`src/rtl/exec_sequencer_pkg.sv`:
```
// Shared definitions for the execute sequencer: instruction field layout,
// datapath widths, FSM state encoding and the ALU opcode values.
package exec_sequencer_pkg;

  localparam int unsigned DataW    = 8;
  localparam int unsigned InstrW   = 16;
  localparam int unsigned OpW      = 5;
  localparam int unsigned RegAddrW = 3;
  localparam int unsigned NumRegs  = 8;

  // Instruction word: [15:11] op, [10:8] rd, [7:5] ra, [4] imm, [3:0] rb/imm4
  localparam int unsigned OpLsb   = 11;
  localparam int unsigned RdLsb   = 8;
  localparam int unsigned RaLsb   = 5;
  localparam int unsigned ImmBit  = 4;
  localparam int unsigned RbLsb   = 0;
  localparam int unsigned Imm4Lsb = 0;
  localparam int unsigned Imm4W   = 4;

  // ALU opcodes; values mirror the CPU's ALU decoder
  localparam logic [OpW-1:0] OpUad = 5'd0;
  localparam logic [OpW-1:0] OpUsb = 5'd1;
  localparam logic [OpW-1:0] OpUml = 5'd2;
  localparam logic [OpW-1:0] OpUdv = 5'd3;
  localparam logic [OpW-1:0] OpShl = 5'd4;
  localparam logic [OpW-1:0] OpShr = 5'd5;

  typedef enum logic [1:0] {
    StIdle = 2'd0,
    StRead = 2'd1,
    StExec = 2'd2,
    StWb   = 2'd3
  } state_e;

  function automatic logic [OpW-1:0] instr_op(input logic [InstrW-1:0] i);
    return i[OpLsb +: OpW];
  endfunction

  function automatic logic [RegAddrW-1:0] instr_rd(input logic [InstrW-1:0] i);
    return i[RdLsb +: RegAddrW];
  endfunction

  function automatic logic [RegAddrW-1:0] instr_ra(input logic [InstrW-1:0] i);
    return i[RaLsb +: RegAddrW];
  endfunction

  function automatic logic instr_imm(input logic [InstrW-1:0] i);
    return i[ImmBit];
  endfunction

  // rb[3] is deliberately dropped: only eight registers exist
  function automatic logic [RegAddrW-1:0] instr_rb(input logic [InstrW-1:0] i);
    return i[RbLsb +: RegAddrW];
  endfunction

  function automatic logic [Imm4W-1:0] instr_imm4(input logic [InstrW-1:0] i);
    return i[Imm4Lsb +: Imm4W];
  endfunction

endpackage

```
`src/rtl/exec_sequencer_if.sv`:
```
// Instruction handshake, ALU operand/result bus and writeback report of the
// execute sequencer. master = sequencer side, slave = fetch/ALU/CPU side.
interface exec_sequencer_if;

  logic                                   instr_valid;
  logic [exec_sequencer_pkg::InstrW-1:0]  instr;
  logic                                   instr_ready;
  logic [exec_sequencer_pkg::OpW-1:0]     alu_op;
  logic [exec_sequencer_pkg::DataW-1:0]   operand_a;
  logic [exec_sequencer_pkg::DataW-1:0]   operand_b;
  logic [exec_sequencer_pkg::DataW-1:0]   alu_result;
  logic                                   alu_shift_ovf;
  logic                                   alu_arith_ovf;
  logic                                   done;
  logic [exec_sequencer_pkg::RegAddrW-1:0] wb_addr;
  logic [exec_sequencer_pkg::DataW-1:0]   wb_data;

  modport master (
    input  instr_valid, instr, alu_result, alu_shift_ovf, alu_arith_ovf,
    output instr_ready, alu_op, operand_a, operand_b, done, wb_addr, wb_data
  );

  modport slave (
    output instr_valid, instr, alu_result, alu_shift_ovf, alu_arith_ovf,
    input  instr_ready, alu_op, operand_a, operand_b, done, wb_addr, wb_data
  );

endinterface

```
`src/rtl/exec_sequencer_reg_file.sv`:
```
// 8x8 register file: two combinational source read ports, a debug read port
// and one synchronous write port; synchronous reset clears every entry.
module exec_sequencer_reg_file
  import exec_sequencer_pkg::*;
(
  input  logic                clk_i,
  input  logic                rst_i,
  input  logic [RegAddrW-1:0] ra_addr_i,
  output logic [DataW-1:0]    ra_data_o,
  input  logic [RegAddrW-1:0] rb_addr_i,
  output logic [DataW-1:0]    rb_data_o,
  input  logic [RegAddrW-1:0] dbg_addr_i,
  output logic [DataW-1:0]    dbg_data_o,
  input  logic                we_i,
  input  logic [RegAddrW-1:0] waddr_i,
  input  logic [DataW-1:0]    wdata_i
);

  logic [DataW-1:0] mem_q [NumRegs];

  // Storage update: clear on reset, otherwise single-port write
  always_ff @(posedge clk_i) begin
    if (rst_i) begin
      for (int i = 0; i < NumRegs; i++) begin
        mem_q[i] <= '0;
      end
    end else if (we_i) begin
      mem_q[waddr_i] <= wdata_i;
    end
  end

  assign ra_data_o  = mem_q[ra_addr_i];
  assign rb_data_o  = mem_q[rb_addr_i];
  assign dbg_data_o = mem_q[dbg_addr_i];

endmodule

```
`src/rtl/exec_sequencer.sv`:
```
// Multi-cycle execute sequencer: IDLE -> READ -> EXEC -> WB, one instruction
// per four cycles, feeding an external combinational ALU.
// Build option: STICKY_FLAGS_EN makes the status flags accumulate overflows
// until clear_flags or reset; otherwise they reflect the last writeback.
module exec_sequencer
  import exec_sequencer_pkg::*;
(
  input  logic                clk,
  input  logic                reset,
  exec_sequencer_if.master    bus,
  input  logic                clear_flags,
  input  logic [RegAddrW-1:0] dbg_addr,
  output logic [DataW-1:0]    dbg_data,
  output logic                shift_flag,
  output logic                arith_flag
);

  state_e              state_q, state_d;
  logic [InstrW-1:0]   instr_q;
  logic [OpW-1:0]      alu_op_q;
  logic [DataW-1:0]    opa_q, opb_q;
  logic [DataW-1:0]    result_q;
  logic                shift_ovf_q, arith_ovf_q;
  logic                shift_flag_q, shift_flag_d;
  logic                arith_flag_q, arith_flag_d;
  logic [DataW-1:0]    ra_data, rb_data;
  logic                instr_ld;

  exec_sequencer_reg_file u_reg_file (
    .clk_i      (clk),
    .rst_i      (reset),
    .ra_addr_i  (instr_ra(instr_q)),
    .ra_data_o  (ra_data),
    .rb_addr_i  (instr_rb(instr_q)),
    .rb_data_o  (rb_data),
    .dbg_addr_i (dbg_addr),
    .dbg_data_o (dbg_data),
    .we_i       (state_q == StWb),
    .waddr_i    (instr_rd(instr_q)),
    .wdata_i    (result_q)
  );

  // State register
  always_ff @(posedge clk) begin
    if (reset) begin
      state_q <= StIdle;
    end else begin
      state_q <= state_d;
    end
  end

  // Next-state decode and instruction-latch strobe
  always_comb begin
    state_d  = state_q;
    instr_ld = 1'b0;
    unique case (state_q)
      StIdle: begin
        if (bus.instr_valid) begin
          instr_ld = 1'b1;
          state_d  = StRead;
        end
      end
      StRead:  state_d = StExec;
      StExec:  state_d = StWb;
      StWb:    state_d = StIdle;
      default: state_d = StIdle;
    endcase
  end

  // Datapath registers: instruction, registered ALU inputs, captured ALU outputs
  always_ff @(posedge clk) begin
    if (reset) begin
      instr_q     <= '0;
      alu_op_q    <= '0;
      opa_q       <= '0;
      opb_q       <= '0;
      result_q    <= '0;
      shift_ovf_q <= 1'b0;
      arith_ovf_q <= 1'b0;
    end else begin
      if (instr_ld) begin
        instr_q <= bus.instr;
      end
      if (state_q == StRead) begin
        alu_op_q <= instr_op(instr_q);
        opa_q    <= ra_data;
        opb_q    <= instr_imm(instr_q) ? {4'b0, instr_imm4(instr_q)} : rb_data;
      end
      if (state_q == StExec) begin
        result_q    <= bus.alu_result;
        shift_ovf_q <= bus.alu_shift_ovf;
        arith_ovf_q <= bus.alu_arith_ovf;
      end
    end
  end

  // Flag next-state: clear first, so a same-cycle writeback set still wins
  always_comb begin
    shift_flag_d = shift_flag_q;
    arith_flag_d = arith_flag_q;
    if (clear_flags) begin
      shift_flag_d = 1'b0;
      arith_flag_d = 1'b0;
    end
    if (state_q == StWb) begin
`ifdef STICKY_FLAGS_EN
      shift_flag_d = shift_flag_d | shift_ovf_q;
      arith_flag_d = arith_flag_d | arith_ovf_q;
`else
      shift_flag_d = shift_ovf_q;
      arith_flag_d = arith_ovf_q;
`endif
    end
  end

  // Status flag registers
  always_ff @(posedge clk) begin
    if (reset) begin
      shift_flag_q <= 1'b0;
      arith_flag_q <= 1'b0;
    end else begin
      shift_flag_q <= shift_flag_d;
      arith_flag_q <= arith_flag_d;
    end
  end

  assign bus.instr_ready = (state_q == StIdle);
  assign bus.alu_op      = alu_op_q;
  assign bus.operand_a   = opa_q;
  assign bus.operand_b   = opb_q;
  assign bus.done        = (state_q == StWb);
  assign bus.wb_addr     = instr_rd(instr_q);
  assign bus.wb_data     = result_q;
  assign shift_flag      = shift_flag_q;
  assign arith_flag      = arith_flag_q;

endmodule

```
`src/flat_wrapper.sv`:
```
// flat-port wrapper written by rule: the top's interface ports become plain ports
module exec_sequencer_flat import exec_sequencer_pkg::*;
  (clk, reset, clear_flags, dbg_addr, dbg_data, shift_flag, arith_flag, bus_instr_valid, bus_instr, bus_alu_result, bus_alu_shift_ovf, bus_alu_arith_ovf, bus_instr_ready, bus_alu_op, bus_operand_a, bus_operand_b, bus_done, bus_wb_addr, bus_wb_data);
  exec_sequencer_if bus_i ();
  input  logic clk;
  input  logic reset;
  input  logic clear_flags;
  input  logic [RegAddrW-1:0] dbg_addr;
  output logic [DataW-1:0] dbg_data;
  output logic shift_flag;
  output logic arith_flag;
  input wire logic [$bits(bus_i.instr_valid)-1:0] bus_instr_valid;
  input wire logic [$bits(bus_i.instr)-1:0] bus_instr;
  input wire logic [$bits(bus_i.alu_result)-1:0] bus_alu_result;
  input wire logic [$bits(bus_i.alu_shift_ovf)-1:0] bus_alu_shift_ovf;
  input wire logic [$bits(bus_i.alu_arith_ovf)-1:0] bus_alu_arith_ovf;
  output wire logic [$bits(bus_i.instr_ready)-1:0] bus_instr_ready;
  output wire logic [$bits(bus_i.alu_op)-1:0] bus_alu_op;
  output wire logic [$bits(bus_i.operand_a)-1:0] bus_operand_a;
  output wire logic [$bits(bus_i.operand_b)-1:0] bus_operand_b;
  output wire logic [$bits(bus_i.done)-1:0] bus_done;
  output wire logic [$bits(bus_i.wb_addr)-1:0] bus_wb_addr;
  output wire logic [$bits(bus_i.wb_data)-1:0] bus_wb_data;
  assign bus_i.instr_valid = bus_instr_valid;
  assign bus_i.instr = bus_instr;
  assign bus_i.alu_result = bus_alu_result;
  assign bus_i.alu_shift_ovf = bus_alu_shift_ovf;
  assign bus_i.alu_arith_ovf = bus_alu_arith_ovf;
  assign bus_instr_ready = bus_i.instr_ready;
  assign bus_alu_op = bus_i.alu_op;
  assign bus_operand_a = bus_i.operand_a;
  assign bus_operand_b = bus_i.operand_b;
  assign bus_done = bus_i.done;
  assign bus_wb_addr = bus_i.wb_addr;
  assign bus_wb_data = bus_i.wb_data;
  exec_sequencer u_core (.clk(clk), .reset(reset), .bus(bus_i), .clear_flags(clear_flags), .dbg_addr(dbg_addr), .dbg_data(dbg_data), .shift_flag(shift_flag), .arith_flag(arith_flag));
endmodule
```
`config.mk`:
```
export PLATFORM = sky130hd
export DESIGN_NAME = exec_sequencer_flat
export DESIGN_NICKNAME = d
export VERILOG_FILES = /design/src/rtl/exec_sequencer_pkg.sv /design/src/rtl/exec_sequencer_if.sv /design/src/rtl/exec_sequencer_reg_file.sv /design/src/rtl/exec_sequencer.sv /design/src/flat_wrapper.sv
export SDC_FILE = /design/constraint.sdc
export NUM_CORES = 1
export LEC_CHECK = 0
export BUFFER_PORTS_ARGS = -buffer_cell sky130_fd_sc_hd__buf_2
export CORE_MARGIN = 2
export CORE_UTILIZATION = 35
export CTS_BUF_LIST = sky130_fd_sc_hd__clkbuf_8
export DETAILED_ROUTE_END_ITERATION = 8
export GPL_ROUTABILITY_DRIVEN = 1
export PLACE_DENSITY_LB_ADDON = 0.3
export SYNTH_ARGS = -nofsm -noshare
export SYNTH_HDL_FRONTEND = slang
export SYNTH_SLANG_ARGS = --single-unit
```
`constraint.sdc`:
```
create_clock -name clk -period 2.6 [get_ports clk]
set_input_delay 0.39 -clock clk [delete_from_list [all_inputs] [get_ports clk]]
set_output_delay 0.39 -clock clk [all_outputs]
set_load 0.01 [all_outputs]
```
Word-level counts from Yosys, hierarchy flattened
Memory sizes are Yosys's and may differ from the RTL's. A register that Yosys moved wholly into a read port is not among the register bits.
Index checks and enable logic that the tools add are counted.
- word-level logic and storage cells: 35
- register bits: 43
- RAM bits: 64
- output and inout bits: 44
- memories: 1
- input bits: 33
- equality and inequality tests: 4
- mux-type cells: 18
- reductions and logical operators: 3
- memories (memory ; words ; bits a word ; read ports ; clocked after Yosys merged registers in ; wr ports ; line ; RTL):
    u_core.u_reg_file.mem_q ; 8 ; 8 ; 3 ; 2 ; 8 ; exec_sequencer_reg_file.sv:19 ; logic [DataW-1:0] mem_q [NumRegs];
- operators by type and width (operator ; number):
    $mux W8 ; 2
    $mux W1 ; 11
    $mux W3 ; 3
    $pmux W2 S4 ; 1
    $reduce_or A8 Y1 ; 1
    $eq A2 B2 Y1 const B ; 2
    $eq A2 B1 Y1 const B ; 1
    $logic_not A2 Y1 ; 1
    $mux W2 ; 1
    $ne A2 B2 Y1 const B ; 1
    $reduce_bool A2 Y1 ; 1

Logic depth before layout (Yosys ltp)
Gate-level depths: netlist (run 1).
- word-level depth: 6
- depth in mapped cells: 7
- mapped depth without buffers: 6

Modules after synthesis
Synthesis (run 1) repeated with hierarchy kept, for this count alone.
- cells, all modules: 461
- area, all modules: 6082.1 um^2
- by module, submodules not included (module ; times used ; area each (um^2) ; cells an instance ; seq. area each (um^2)):
    exec_sequencer_reg_file ; 1 ; 4065.1 ; 251 ; 1921.8
    exec_sequencer ; 1 ; 2016.9 ; 210 ; 1021.0

Worst setup path before layout (run 1)
Ideal clock, no wire load.
- path type: register to register
- from: register u_core.state_q[1]
- to: memory u_core.u_reg_file.mem_q[0][0] (enable)
- stages on the path, launching flop included: 5
- arrival: 1644 ps
- slack: 627 ps
- data required time: 2271 ps
- path buffers: 0
- setup time: 329 ps
- period minus slack after synthesis: 1973 ps
- path through: dfxtp_1 > ha_1 > or3b_1 > nor3_2 > or2_1
- RTL lines (element ; line ; RTL):
    start: declaration ; exec_sequencer.sv:18 ; state_e state_q, state_d;
    start signal: assignment ; exec_sequencer.sv:46 ; state_q <= StIdle;
    start signal: assignment ; exec_sequencer.sv:48 ; state_q <= state_d;
    end: declaration ; exec_sequencer_reg_file.sv:19 ;

==> results of run 1 <==
==> registers in the layout (all words and copies together) (netlist names), 2 cells and up, named ones only <==
| register | flops |
|---|---|
| u_core.u_reg_file.mem_q | 64 |
| u_core.state_q | 2 |
| u_core.bus.wb_data | 8 |
| u_core.bus.operand_b | 8 |
| u_core.instr_q | 16 |
| u_core.bus.alu_op | 5 |
| u_core.bus.operand_a | 8 |
==> critical path, delay by kind of cell, from the launching register on <==
family	cells	cell delay, ns
muxes	2	0.77
DFF	1	0.48
buffers and inverters	1	0.14
==> cells in the mapped netlist (10+ instances only) <==
cell and n:
mux2i_1 24, nand2_1 39, nor2_1 30, and2_1 65
a21oi_1 22, nor3_1 10, clkbuf_1 15, mux2_2 12
dfxtp_1 54, edfxtp_1 64, mux4_2 38, nand2b_1 11
==> logic make-up (layout without fill, tap and decap cells) <==
family | count (synthesis) | in the layout | share of synthesized area, %
simple gates | 183 | 183 | 16.5
flops | 118 | 118 | 51.4
mux | 80 | 80 | 23.8
compound gates | 43 | 43 | 4.16
buf+inv | 33 | 122 | 3.06
fa+ha+maj | 5 | 5 | 1.07
==> routing by layer <==
metal | track usage [%] | part of all wire [%] | vias to the layer above
met5 | 0 | 0 | -
met4 | 6.74 | 1.6 | 0
met3 | 3.77 | 5.3 | 18
met2 | 27.6 | 49 | 130
met1 | 22.7 | 44 | 1892
li1 | - | - | 1846
==> worst max path at each step <==
stage,from,end,slack [ns],cells after the start
finish,u_core.u_reg_file.mem_q[3][3],dbg_data[3],0.38,3
global route,u_core.state_q[1],u_core.u_reg_file.mem_q[1][4],0.27,4
CTS,u_core.u_reg_file.mem_q[3][3],dbg_data[3],0.36,3
detailed placement,u_core.state_q[1],u_core.u_reg_file.mem_q[1][2],0.46,4
global placement,u_core.state_q[1],u_core.u_reg_file.mem_q[1][2],0.57,4
floorplan,u_core.state_q[1],u_core.u_reg_file.mem_q[0][0],0.63,4
==> layout make-up <==
type	count	area [um^2]	share of cell area, %
inverters	2	7.51	0.110
flip-flops and latches	118	3000	44.0
clock inverters	11	106	1.56
well taps	220	275	4.03
multi-input cells	311	2660	39.0
repair buffers	88	483	7.08
clock buffers	21	289	4.24
==> power by group <==
group | switching (mW) | internal (mW)
clock network | 0.705 | 0.936
logic | 0.682 | 0.589
registers | 0.240 | 2.18
==> through the flow <==
step,instances,cell area (um^2)
finish,771,6820
global route,771,6820
CTS,771,6820
detailed placement,739,6430
global placement,739,6430
floorplan,462,5840
==> impl_results.rst, run 1 <==
.. list-table::
   :header-rows: 1

   * - Metric
     - Value
   * - Result of the run
     - finished, final reports clean
   * - Ys async rst share
     - 0%
   * - Aggregate global-route resource usage
     - between 10% and 20%
   * - CTS Hold Bufs
     - 0
   * - Crit Path Category
     - flip-flop to output port
   * - Crit end category
     - output port
   * - Required time of the critical path
     - roughly 2.2 ns
   * - Tot Pwr
     - 5.33 mW
   * - Nets in the synthesized netlist
     - 500
   * - Top-level port count
     - 77
   * - Worst slack, placed
     - 0.458 ns
   * - Vertical die dimension
     - 133 um
   * - Max-slew violation count
     - 0
   * - Share of the synthesized area in the top cell type
     - 32.9%
   * - Endpoint arrival time on the critical path
     - 1.83 ns
   * - Setup ws final
     - 0.382 ns
   * - Commonest cells after routing, fill and taps aside
     - buf_2, and2_1, edfxtp_1
   * - Register area share after synthesis
     - between 50 and 60%
   * - Leading post-synthesis cells by cell area
     - edfxtp_1, dfxtp_1, mux4_2
   * - Final wirelength
     - 14500 um
   * - Launch point of the worst reg-to-reg path
     - u_core.state_q[1]
   * - Horizontal die dimension
     - 133 um
   * - Dominant synthesized flop cell
     - edfxtp_1
   * - Count of cells resized by post-cts repair
     - 0
   * - Slowest cell on the critical path
     - mux4_2
   * - Count of synthesis-stage warnings from yosys
     - 0
   * - Area inside the core boundary
     - about 0.016 mm^2
   * - Largest voltage drop on the vdd net
     - about 0.00033 V
   * - Slew at the pin with the worst max-slew slack
     - 0.817 ns
   * - Reported max-cap violation count
     - 0
   * - Worst clock skew on the final layout
     - 0.00480 ns
   * - Critical path, cell by cell
     - mux4_2 > mux2_2 > buf_2
   * - PD cells
     - 781 mW/mm^2
   * - Ant. Diodes
     - 0
   * - Hold Slack
     - 0.182 ns
   * - Cell depth of the worst hold path
     - 3
   * - Register-to-register path setup slack
     - 0.46 ns
   * - Final weighted congestion in routability-driven placement
     - 0.829
   * - Setup-violating endpoint count in the final report
     - 0
   * - Number of antenna violations at the first check in global routing
     - 0
   * - Rows
     - 47
   * - Area overhead of the layout relative to synthesis
     - 16.8%
   * - # H-tree levels
     - 4
   * - Total standard cell area after synthesis
     - 0.00584 mm^2
   * - Total of fill cells in the finished design
     - 1577
   * - Number of port buffers
     - 76
   * - Count of vias placed by the detailed router
     - 3886
   * - Setup Buffers After CTS
     - 0
   * - Hpwl dp
     - approximately 11000 um
   * - Pin count of the biggest net entering global routing
     - 53
   * - First DRT Iteration DRCs
     - 374
   * - DR pass1 iterations
     - 4
   * - Starting utilization of the core area
     - 35.5%
   * - Number of nets with antenna violations after detailed routing
     - 0
   * - Synth unique cells
     - 33
   * - Biggest area consumer among synthesized cells
     - edfxtp_1
   * - Maximum fanout along the worst path
     - 3
   * - Final Hold Fails
     - 0
   * - Normalized max-slew margin
     - between 40% and 50%
   * - CTS tree
     - yes
   * - Buffer cell driving the clock tree root
     - clkbuf_8
   * - DR WL/cell
     - between 15 and 20 um
   * - Critical Path Start Type
     - flip-flop
   * - Most common cell after layout, fill and taps aside
     - buf_2
   * - Worst reg2reg path depth
     - 4
   * - Unrepaired setup endpoints after global routing
     - no
   * - Leak Pwr
     - 2.61 nW
   * - Highest achievable clock rate
     - 451 MHz
   * - Final total negative setup slack
     - 0 ns
   * - Final nets
     - between 500 and 600
   * - DRC violations left
     - 0
   * - Cells after Synth
     - 462
   * - Hold/Removal Path Class
     - primary input to flip-flop
   * - Global-route wire length before repair
     - around 23000 um
   * - Clock latency on the worst-skew pair
     - 0.44 ns
   * - Post-route core utilization
     - about 41%
   * - Global route total overflow
     - 0
   * - Reg-to-Reg End
     - u_core.u_reg_file.mem_q[1][2]
   * - Hold path start
     - bus_instr[13]
   * - Longest Clk Path Bufs
     - 2
   * - Total CTS buffers
     - 17
   * - Avg Cell Area, Syn
     - 12.6 um^2
   * - Final Cycle Share
     - 85.3%
   * - Post-synthesis sequential element count
     - 118
   * - Area enclosed by the die boundary
     - 0.0177 mm^2
   * - Min-Delay Endpoint
     - u_core.instr_q[13]
   * - Fraction of final layout cells sized beyond drive strength 1
     - 31.2%
   * - Clock period minus final worst setup slack
     - 2.22 ns
   * - Longest individual stage delay on the worst path
     - 0.50 ns
   * - CTS clk-pin slew, worst paths
     - approximately 0.070 ns
   * - Number of clock sinks
     - 118
   * - Detail-routed via count per cell
     - 5.04
   * - Number of enable-type register cells in the synthesized netlist
     - 64
   * - Number of global-route vias before repair
     - 3933
(Power assumes the default switching activity.)
==> inputs of run 2 (changes only) <==
--- a/config.mk
+++ b/config.mk
@@ -12,6 +12,7 @@
 export DETAILED_ROUTE_END_ITERATION = 8
 export GPL_ROUTABILITY_DRIVEN = 1
 export PLACE_DENSITY_LB_ADDON = 0.3
+export REMOVE_ABC_BUFFERS = 1
 export SYNTH_ARGS = -nofsm -noshare
 export SYNTH_HDL_FRONTEND = slang
 export SYNTH_SLANG_ARGS = --single-unit
==> run 2 against run 1 <==
Global-route usage down 0.58 points. Via count rose by 0.72%. Final area fell by 1.2%. Combinational power barely moved. Worst hold slack lost 0.0094 ns. Register-to-register slack got worse by 0.03 ns. Clock skew increased by 0.0081 ns. Sequential share of layout area up 0.54 points. Core utilization decreased by 0.50 points. Count of clock-buffer cells in the layout down 4. Fmax shrank 0.56%. Power fell by 5.2%. Largest power group unchanged. Highest routed layer unchanged.
==> impl_results.rst, run 2 (synthesis results as in run 1) <==
.. list-table::
   :header-rows: 1

   * - Metric
     - Value
   * - Normalized max-slew margin
     - 46.4% (+0.97 points)
   * - Critical Path Start Type
     - flip-flop
   * - Maximum fanout along the worst path
     - 3 (unchanged)
   * - Horizontal die dimension
     - 133 um (unchanged)
   * - Hold/Removal Path Class
     - primary input to flip-flop
   * - Detail-routed via count per cell
     - 5.08 (+0.85%)
   * - Crit Path Category
     - flip-flop to output port
   * - Most common cell after layout, fill and taps aside
     - buf_2
   * - DRC violations left
     - 0 (unchanged)
   * - Area enclosed by the die boundary
     - 0.0177 mm^2 (unchanged)
   * - CTS tree
     - yes
   * - Clock latency on the worst-skew pair
     - 0.45 ns (about the same)
   * - Worst reg2reg path depth
     - 4 (unchanged)
   * - Number of port buffers
     - 76 (unchanged)
   * - Reg-to-Reg End
     - u_core.u_reg_file.mem_q[3][5]
   * - DR pass1 iterations
     - 4 (unchanged)
   * - Global-route wire length before repair
     - 22200 um (-3.2%)
   * - Highest achievable clock rate
     - 448 MHz (-0.56%)
   * - Unrepaired setup endpoints after global routing
     - no
   * - Leak Pwr
     - 2.58 nW (-1.2%)
   * - Hold path start
     - bus_instr[15]
   * - Endpoint arrival time on the critical path
     - 1.84 ns (about the same)
   * - Number of antenna violations at the first check in global routing
     - 0 (unchanged)
   * - Min-Delay Endpoint
     - u_core.instr_q[15]
   * - CTS clk-pin slew, worst paths
     - 0.07 ns (about the same)
   * - Number of nets with antenna violations after detailed routing
     - 0 (unchanged)
   * - Cell depth of the worst hold path
     - 3 (unchanged)
   * - Fraction of final layout cells sized beyond drive strength 1
     - 29.5% (-1.8 points)
   * - Rows
     - 47 (unchanged)
   * - Area overhead of the layout relative to synthesis
     - 15.4%
   * - Final Hold Fails
     - 0 (unchanged)
   * - PD cells
     - 749 mW/mm^2 (-4.1%)
   * - Aggregate global-route resource usage
     - 16.6% (-0.58 points)
   * - Final Cycle Share
     - 85.8% (+0.48 points)
   * - Buffer cell driving the clock tree root
     - clkbuf_8
   * - Total of fill cells in the finished design
     - 1604 (+1.7%)
   * - Register-to-register path setup slack
     - 0.43 ns (-0.03 ns)
   * - # H-tree levels
     - 4 (unchanged)
   * - Largest voltage drop on the vdd net
     - 0.000330 V (+0.50%)
   * - Top-level port count
     - 77 (unchanged)
   * - Register name with the most flops
     - u_core.u_reg_file.mem_q
   * - Launch point of the worst reg-to-reg path
     - u_core.state_q[1]
   * - Count of cells resized by post-cts repair
     - 0 (unchanged)
   * - DR WL/cell
     - 18.4 um (-2.3%)
   * - Final wirelength
     - 14100 um (-2.4%)
   * - Commonest cells after routing, fill and taps aside
     - buf_2, and2_1, edfxtp_1
   * - Final total negative setup slack
     - 0 ns (unchanged)
   * - Number of clock sinks
     - 118 (unchanged)
   * - CTS Hold Bufs
     - 0 (unchanged)
   * - Setup-violating endpoint count in the final report
     - 0 (unchanged)
   * - Worst clock skew on the final layout
     - 0.0129 ns (+0.00809 ns)
   * - Ant. Diodes
     - 0 (unchanged)
   * - Reported max-cap violation count
     - 0 (unchanged)
   * - Number of global-route vias before repair
     - 3848 (-2.2%)
   * - Count of vias placed by the detailed router
     - 3914 (+0.72%)
   * - Longest Clk Path Bufs
     - 2 (unchanged)
   * - Crit end category
     - output port
   * - Setup Buffers After CTS
     - 0 (unchanged)
   * - Final weighted congestion in routability-driven placement
     - 0.836 (+0.82%)
   * - Setup ws final
     - 0.369 ns (-0.0125 ns)
   * - Worst slack, placed
     - 0.455 ns (-0.00296 ns)
   * - Result of the run
     - finished, final reports clean
   * - First DRT Iteration DRCs
     - 334 (-11%)
   * - Pin count of the biggest net entering global routing
     - 57 (+7.5%)
   * - Hpwl dp
     - 10400 um (-5.0%)
   * - Area inside the core boundary
     - 0.0165 mm^2 (unchanged)
   * - Registers with the most flip-flops
     - u_core.u_reg_file.mem_q x64, u_core.instr_q x16
   * - Required time of the critical path
     - 2.21 ns (about the same)
   * - Global route total overflow
     - 0 (unchanged)
   * - Starting utilization of the core area
     - 35.5% (unchanged)
   * - Flip-flop count of the largest register, all copies and words added
     - 64 (unchanged)
   * - Final nets
     - 575 (-0.17%)
   * - Clock period minus final worst setup slack
     - 2.23 ns (+0.0125 ns)
   * - Total CTS buffers
     - 17 (unchanged)
   * - Slew at the pin with the worst max-slew slack
     - 0.803 ns (-0.0145 ns)
   * - Vertical die dimension
     - 133 um (unchanged)
   * - Max-slew violation count
     - 0 (unchanged)
run 2: cell count changes in the layout (fill, tap and decap cells not counted):
cell and delta:
clkinv_4 -1, bufinv_16 -1, inv_1 +5, clkinv_2 -3
clkbuf_8 -4, clkinv_1 +4, buf_4 -1
run 2: worst max-delay path by stage:
stage,startpoint,endpoint,slack (ns),depth (start not counted)
floorplan,flip-flop,u_core.bus.operand_b[0],0.59,4
global placement,u_core.state_q[1],u_core.u_reg_file.mem_q[1][7],0.56,4
detailed placement,u_core.state_q[1],u_core.u_reg_file.mem_q[1][2],0.45,4
CTS,u_core.u_reg_file.mem_q[3][3],dbg_data[3],0.35,3
global route,u_core.u_reg_file.mem_q[3][2],dbg_data[2],0.30,3
finish,u_core.u_reg_file.mem_q[3][4],dbg_data[4],0.37,3
run 2: area by class of cell:
type	instances	area, um^2	share of cell area (%)
inverters	2	7.51	0.111
well taps	220	275	4.08
clock inverters	15	86.3	1.28
repair buffers	87	475	7.05
multi-input cells	311	2660	39.4
clock buffers	17	234	3.47
flip-flops and latches	118	3000	44.6
run 2: metal layers:
metal / up-vias / global-route usage [%] / part of all wire, %
li1: 1843 / - / -
met1: 1933 / 22.2 / 45
met5: - / 0 / 0
met4: 0 / 6.38 / 1.9
met2: 117 / 26.6 / 49
met3: 21 / 3.50 / 4.8
run 2: where the power goes:
part / switching [mW] / leakage [nW] / total [mW] / internal (mW)
Sequential: 0.236 / 1.10 / 2.41 / 2.18
Clock: 0.690 / 0.192 / 1.40 / 0.708
Combinational: 0.659 / 1.29 / 1.24 / 0.581
Total: 1.58 / 2.58 / 5.05 / 3.46
run 2: per-stage QoR:
step                      hold WS [ns]  std cells  utilization [%]  area [um^2]  total power [mW]
after floorplan                  0.430        431                -         5670              3.20
after global placement           0.441        738             39.0         6420              3.67
after detailed placement         0.455        738             39.0         6420              3.70
after CTS                        0.163        770             40.9         6740              5.09
after global routing             0.163        770             40.9         6740              5.33
final                            0.173        770             40.9         6740              5.05
run 2: critical path, cell delays in order (launching register included):
cell	delay, ns
edfxtp_1	0.49
mux4_2	0.49
mux2_2	0.27
buf_2	0.14
